`src/rtl/boss_hit_rx.sv`:
```
// boss_hit_rx -- receiving end of the melee attack path.
//
// Builds the weapon hitbox from the weapon anchor, swing displacement and
// facing, tests it against the boss hitbox, and on a connecting swing applies
// damage, starts the invulnerability and hit-flash timers, and reports HP and
// death. Only one hit is allowed per swing (rising edge of attack_active).
//
// Ports:
//   clk, rst             system clock, asynchronous active-low reset
//   frame_tick           one-cycle pulse per video frame (timer base)
//   game_active          gameplay running; low reloads the boss
//   attack_active        swing animation in progress
//   pos_x/y_wpn_offset   weapon anchor
//   anim_x_offset        signed swing displacement
//   flip_hor_melee       1 = weapon faces left
//   boss_x, boss_y       boss hitbox top-left corner
//   boss_hp              current hit points
//   boss_hit             one-cycle pulse per registered hit
//   boss_flash           hit-flash request for the draw stage
//   boss_dead            HP exhausted
//   hit_count            saturating hits since reload
module boss_hit_rx #(
    parameter int unsigned BOSS_HP      = 100,
    parameter int unsigned DMG          = 10,
    parameter int unsigned IFRAME_TICKS = 30,
    parameter int unsigned FLASH_TICKS  = 8,
    parameter int unsigned BOSS_W       = 96,
    parameter int unsigned BOSS_H       = 128,
    parameter int unsigned WPN_LNG      = 48,
    parameter int unsigned WPN_HGT      = 16
) (
    input  logic               clk,
    input  logic               rst,
    input  logic               frame_tick,
    input  logic               game_active,
    input  logic               attack_active,
    input  logic [11:0]        pos_x_wpn_offset,
    input  logic [11:0]        pos_y_wpn_offset,
    input  logic signed [11:0] anim_x_offset,
    input  logic               flip_hor_melee,
    input  logic [11:0]        boss_x,
    input  logic [11:0]        boss_y,
    output logic [7:0]         boss_hp,
    output logic               boss_hit,
    output logic               boss_flash,
    output logic               boss_dead,
    output logic [7:0]         hit_count
);

    typedef enum logic [1:0] {
        ALIVE  = 2'd0,
        INVULN = 2'd1,
        DEAD   = 2'd2
    } state_t;

    localparam logic [7:0]        HP_INIT   = 8'(BOSS_HP);
    localparam logic [7:0]        DMG_V     = 8'(DMG);
    localparam logic [7:0]        IFRAME_V  = 8'(IFRAME_TICKS);
    localparam logic [7:0]        FLASH_V   = 8'(FLASH_TICKS);
    localparam logic signed [12:0] BOSS_W_S  = 13'(BOSS_W);
    localparam logic signed [12:0] BOSS_H_S  = 13'(BOSS_H);
    localparam logic signed [12:0] WPN_LNG_S = 13'(WPN_LNG);
    localparam logic signed [12:0] WPN_HGT_S = 13'(WPN_HGT);

    state_t      state_q, state_d;
    logic        overlap_q, overlap_d;
    logic        attack_prev_q, attack_prev_d;
    logic        armed_q, armed_d;
    logic [7:0]  boss_hp_q, boss_hp_d;
    logic [7:0]  hit_count_q, hit_count_d;
    logic        boss_hit_q, boss_hit_d;
    logic [7:0]  iframe_q, iframe_d;
    logic [7:0]  flash_q, flash_d;

    logic signed [12:0] anim_s, wl, wr, wt, wb, bl, br, bt, bb;
    logic        overlap;
    logic        hit;
    logic [7:0]  hp_after_hit;

    // Hitbox test. Everything is widened to 13-bit signed so a weapon that
    // swings past the left screen edge yields a negative wl rather than a
    // huge unsigned value.
    always_comb begin
        anim_s = {anim_x_offset[11], anim_x_offset};
        bl     = {1'b0, boss_x};
        bt     = {1'b0, boss_y};
        br     = bl + BOSS_W_S;
        bb     = bt + BOSS_H_S;
        if (flip_hor_melee) begin
            wl = {1'b0, pos_x_wpn_offset} - anim_s - WPN_LNG_S;
        end else begin
            wl = {1'b0, pos_x_wpn_offset} + anim_s;
        end
        wr = wl + WPN_LNG_S;
        wt = {1'b0, pos_y_wpn_offset};
        wb = wt + WPN_HGT_S;
        // Strict comparisons: touching edges do not count as contact.
        overlap = (wl < br) && (wr > bl) && (wt < bb) && (wb > bt);
    end

    // A hit needs a live boss, an armed swing still in progress and the
    // overlap seen one cycle earlier.
    always_comb begin
        hit          = game_active && (state_q == ALIVE) && armed_q
                       && overlap_q && attack_active;
        hp_after_hit = (boss_hp_q > DMG_V) ? (boss_hp_q - DMG_V) : 8'd0;
    end

    // State register.
    // NOTE: every flop is written with <= so all of them update from the
    // values that existed before the edge, independent of statement order.
    always_ff @(posedge clk or negedge rst) begin
        if (!rst) begin
            state_q <= ALIVE;
        end else begin
            state_q <= state_d;
        end
    end

    // Next-state logic.
    // NOTE: the default at the top of each always_comb guarantees every path
    // assigns the output, so no latch is inferred.
    always_comb begin
        state_d = state_q;
        if (!game_active) begin
            state_d = ALIVE;
        end else begin
            case (state_q)
                ALIVE:   if (hit) state_d = (hp_after_hit == 8'd0) ? DEAD : INVULN;
                INVULN:  if (frame_tick && (iframe_q <= 8'd1)) state_d = ALIVE;
                DEAD:    state_d = DEAD;
                default: state_d = ALIVE;
            endcase
        end
    end

    // Datapath next values: arming, damage, counters and timers.
    always_comb begin
        overlap_d     = overlap;
        attack_prev_d = attack_active;
        boss_hp_d     = boss_hp_q;
        hit_count_d   = hit_count_q;
        boss_hit_d    = 1'b0;
        iframe_d      = iframe_q;
        flash_d       = flash_q;

        // Arm on a rising edge of attack_active; drop as soon as it falls.
        if (!attack_active) begin
            armed_d = 1'b0;
        end else if (!attack_prev_q) begin
            armed_d = 1'b1;
        end else begin
            armed_d = armed_q;
        end

        if (hit) begin
            boss_hp_d   = hp_after_hit;
            hit_count_d = (hit_count_q == 8'hFF) ? 8'hFF : hit_count_q + 8'd1;
            boss_hit_d  = 1'b1;
            armed_d     = 1'b0;
            // A frame_tick on this edge is deliberately swallowed: the
            // timers start from their full values.
            iframe_d    = IFRAME_V;
            flash_d     = FLASH_V;
        end else if ((state_q == INVULN) && frame_tick) begin
            iframe_d = (iframe_q != 8'd0) ? iframe_q - 8'd1 : 8'd0;
            flash_d  = (flash_q  != 8'd0) ? flash_q  - 8'd1 : 8'd0;
        end

        if (state_q == DEAD) begin
            boss_hp_d = 8'd0;
        end

        // Reload overrides everything, including a hit on the same edge.
        if (!game_active) begin
            boss_hp_d   = HP_INIT;
            hit_count_d = 8'd0;
            boss_hit_d  = 1'b0;
            armed_d     = 1'b0;
            iframe_d    = 8'd0;
            flash_d     = 8'd0;
        end
    end

    always_ff @(posedge clk or negedge rst) begin
        if (!rst) begin
            overlap_q     <= 1'b0;
            attack_prev_q <= 1'b0;
            armed_q       <= 1'b0;
            boss_hp_q     <= HP_INIT;
            hit_count_q   <= 8'd0;
            boss_hit_q    <= 1'b0;
            iframe_q      <= 8'd0;
            flash_q       <= 8'd0;
        end else begin
            overlap_q     <= overlap_d;
            attack_prev_q <= attack_prev_d;
            armed_q       <= armed_d;
            boss_hp_q     <= boss_hp_d;
            hit_count_q   <= hit_count_d;
            boss_hit_q    <= boss_hit_d;
            iframe_q      <= iframe_d;
            flash_q       <= flash_d;
        end
    end

    // Outputs.
    always_comb begin
        boss_hp    = boss_hp_q;
        hit_count  = hit_count_q;
        boss_hit   = boss_hit_q;
        boss_flash = (state_q == INVULN) && (flash_q != 8'd0);
        boss_dead  = (state_q == DEAD);
    end

endmodule

```
`config.mk`:
```
export PLATFORM = sky130hd
export DESIGN_NAME = boss_hit_rx
export DESIGN_NICKNAME = d
export VERILOG_FILES = /design/src/rtl/boss_hit_rx.sv
export SDC_FILE = /design/constraint.sdc
export NUM_CORES = 1
export LEC_CHECK = 0
export BUFFER_PORTS_ARGS = -buffer_cell sky130_fd_sc_hd__buf_2
export CAP_MARGIN = 25
export CORE_MARGIN = 4
export CORE_UTILIZATION = 51
export DETAILED_ROUTE_END_ITERATION = 12
export GPL_ROUTABILITY_DRIVEN = 0
export HOLD_SLACK_MARGIN = 0.15
export PLACE_DENSITY = 0.74
export SLEW_MARGIN = 10
export SYNTH_ARGS = -nofsm -noshare
export SYNTH_HDL_FRONTEND = slang
export SYNTH_SLANG_ARGS = --single-unit
```
`constraint.sdc`:
```
create_clock -name clk -period 3.3 [get_ports clk]
set_clock_uncertainty 0.05 [all_clocks]
set_input_delay 0.33 -clock clk [delete_from_list [all_inputs] [get_ports clk]]
set_output_delay 0.33 -clock clk [all_outputs]
set_load 0.05 [all_outputs]
```
==> results.py <==
metrics = {
    "power": {
        "pwr-share-seq": 0.235,
        "ir_worst_vdd_uv": 209,
        "p_total_mw": 2.19,
        "swShare": 0.382,
        "power_density_mw_per_mm2": 343,
        "clkPwrFrac": 0.176,
        "power.share.combinational": 0.590,
        "intPower_mw": 1.35,
        "switchingPower_mw": 0.837,
        "p_leak_nw": 3.24,
    },
    "route": {
        "drt-initial-drc-count": 267,
        "drtPass1Iterations": 7,
        "routed_via_density": 5.52,
        "vias": 4967,
        "drt_wl_total_um": 12500,
        "wl_met1_um": 5670,
        "top_layer": "met4",
        "wl_met3_um": 708,
        "antenna_left": 0,
        "wl_per_cell_um": 13.9,
        "dr_wl_met2_um": 6050,
        "drt_drc_violations_left": 0,
    },
    "worst_setup_path": {
        "path_cells": "buf_8, inv_4, ha_4, ha_4, fa_2, and2_4, o311ai_4, nand2_2, xnor2_2, o211ai_2, buf_4, buf_6, nand3_1, xnor2_1, ha_2, a2111o_1, or4b_1, and4_1, nand3b_1, mux2i_1",
        "criticalPathCategory": "in2reg",
        "critPathMaxFanout": 4,
        "critical_path.startpoint_type": "input port",
        "max_stage_delay_ns": 0.50,
        "cp.required_ns": 3.41,
        "crit_top_cell": "ha_4",
        "cp_slowest_cell": "or4b_1",
        "cp_num_buf_inv": 4,
        "end_kind": "flop",
        "crit_family": "simple AND/OR/NAND/NOR gates",
        "arrival_ns": 4.12,
    },
    "place": {
        "port_buffers": 84,
        "dp.cells": 883,
        "dpl-instance-area_mm2": 0.00609,
        "dp_hpwl_um": 10200,
    },
    "floorplan": {
        "start_util": 0.528,
        "dieHeight_um": 106,
        "die_area_mm2": 0.0112,
        "core_mm2": 0.00928,
        "std_cell_rows": 35,
        "ios": 85,
        "die_width_um": 106,
    },
    "cts": {
        "clk_pin_slew_ns": 0.07,
        "htree_num_levels": 2,
        "clk_latency_ns": 0.28,
        "cts.sinks": 38,
        "cts-root-buf": "clkbuf_8",
        "numCtsBuffers": 5,
        "tritoncts": "built",
        "cts_max_path_buffers": 2,
    },
    "yosys": {
        "ys.flop_type": "dfrtp_1",
        "synth_commonest_cells": "86 x ha_1, 76 x inv_1, 54 x nor2_1",
        "ys_seq_elements": 38,
        "syn_nets": 757,
        "synth_warnings": 0,
        "synth_edf_count": 0,
        "ys_seq_area_frac": 0.195,
        "synthTopCellsByArea": "ha_1 22%, dfrtp_1 18%, inv_1 5.8%",
        "ys_async_sr_fraction": 1.00,
        "yosysUniqueCellTypes": 76,
        "syn_area_mm2": 0.00490,
        "yosys.area.top_type": "ha_1",
        "synth_top_area_frac": 0.219,
        "yosysMostFrequentCell": "ha_1",
        "synth_area_per_cell_um2": 8.13,
        "synthCells": 603,
    },
    "global_routing": {
        "grt_pass1_wl_um": 21300,
        "grt_max_degree": 39,
        "grt_pass1_vias": 4905,
        "grt.overflow.total": 0,
        "track_usage": 0.222,
        "antenna_found_initial": 0,
    },
    "timing": {
        "worst_slack_ns": -0.705,
        "period_needed_ns": 4.00,
        "setup_tns_ns": -0.705,
        "finalSetupViolCount": 1,
        "slew_violations": 0,
        "fmax_mhz": 250,
        "finalCritPeriodShare": 1.21,
        "tightest_slew_ns": 0.855,
        "rsz0062_at_grt": "true",
        "timing_hold_violations_final": 0,
        "slew_headroom": 0.430,
    },
    "outcome": {
        "violations": "negative setup slack",
        "status": "complete, but fails checks",
    },
    "cells_and_area": {
        "num_antenna_cells": 0,
        "layout-drive-gt1-share": 0.283,
        "instances_no_fill": 900,
        "area_growth_syn_to_layout_pct": 30.1,
        "stdcell_area_mm2": 0.00638,
        "nets": 924,
        "final_util": 0.687,
    },
    "hold_path": {
        "hold_path_class": "in2reg",
    },
    "run": {
        "max_cap_violations": 0,
    },
}
per-stage QoR:
| stage | hold slack, ns | worst slack (ns) |
|---|---|---|
| 2_1_floorplan | -0.0156 | -0.825 |
| 5_1_grt | 0.327 | -0.850 |
| 4_1_cts | 0.305 | -0.687 |
| 6_report | 0.312 | -0.705 |
| 3_5_place_dp | 0.421 | -1.02 |
| 3_3_place_gp | 0.417 | -0.980 |
layout by cell type (no fill, tap or decap), drive strengths merged, types with 6 or more instances in the layout:
cell type and n:
xnor2 30, xor2 13, nor3 16, a31oi 6, nand4 8, nand3 20, mux2i 6, inv 76
o31ai 6, nor2b 13, buf 166, nor4 7, nand2 41, a21oi 36, clkbuf 7, o21ai 40
ha 86, nor2 54, dfrtp 35, a21o 7
cell type report:
type / count / area, um2
Multi-Input combinational cell: 480 / 3780
Fill cell: 761 / 2900
Timing Repair Buffer: 168 / 1080
Sequential cell: 38 / 955
Inverter: 77 / 293
Tap cell: 129 / 161
Clock buffer: 7 / 76.3
Clock inverter: 1 / 30.0
tightest hold or removal path, stage by stage:
cell	delay, ns
buf_2	0.15
nand2_1	0.07
a311oi_1	0.05
state kept, by name (all words and copies together), names as in the netlist:
register and flops:
iframe_q 8, attack_prev_q 1, boss_hp 8, flash_q 8, overlap_q 1, armed_q 1, hit_count 8, boss_hit 1
state_q 2
layer usage:
layer	GRT usage	up-vias
li1	-	2501
met1	0.299	2296
met2	0.383	162
met3	0.0249	8
met4	0.0518	0
met5	0	-
cell families after synthesis:
| logic type | Yosys count | synth area share |
|---|---|---|
| and+or+nand+nor | 192 | 0.202 |
| AOI/OAI and AO/OA | 151 | 0.211 |
| adders and majority gates | 88 | 0.228 |
| buffers and inverters | 85 | 0.0699 |
| xor gates and xnor gates | 43 | 0.0784 |
| DFF | 38 | 0.195 |
| muxes | 6 | 0.0156 |
path summary, 6_finish.rpt:
kind / cells past startpoint / slack (ns) / start / to
worst max-delay path: 20 / -0.70 / anim_x_offset[1] / overlap_q
worst min-delay path: 3 / 0.31 / game_active / armed_q
worst max register to register: 7 / 0.93 / flash_q[2] / flash_q[7]
worst min register to register: 1 / 0.43 / flash_q[7] / flash_q[7]
max in group asynchronous: 2 / 2.02 / rst / iframe_q[7]
min in group asynchronous: 2 / 0.65 / rst / boss_hp[3]
power groups by stage:
stage               Clock [mW]  Sequential [mW]  Combinational (mW)
floorplan                    0            0.518               0.782
global placement             0            0.521                1.17
detailed placement           0            0.523                1.21
CTS                      0.389            0.514                1.26
global route             0.410            0.519                1.44
finish                   0.384            0.514                1.29
repair_timing:
action | CTS | global route
buffers inserted | 5 | 2
endpoints found under the setup margin | 1 | 1
resized for setup | 16 | 7
endpoints found under the hold margin | 36 | 0
pin swaps | 17 | 7
hold buffers | 2 | 0
Note: power is estimated with default switching activity, not from simulation.
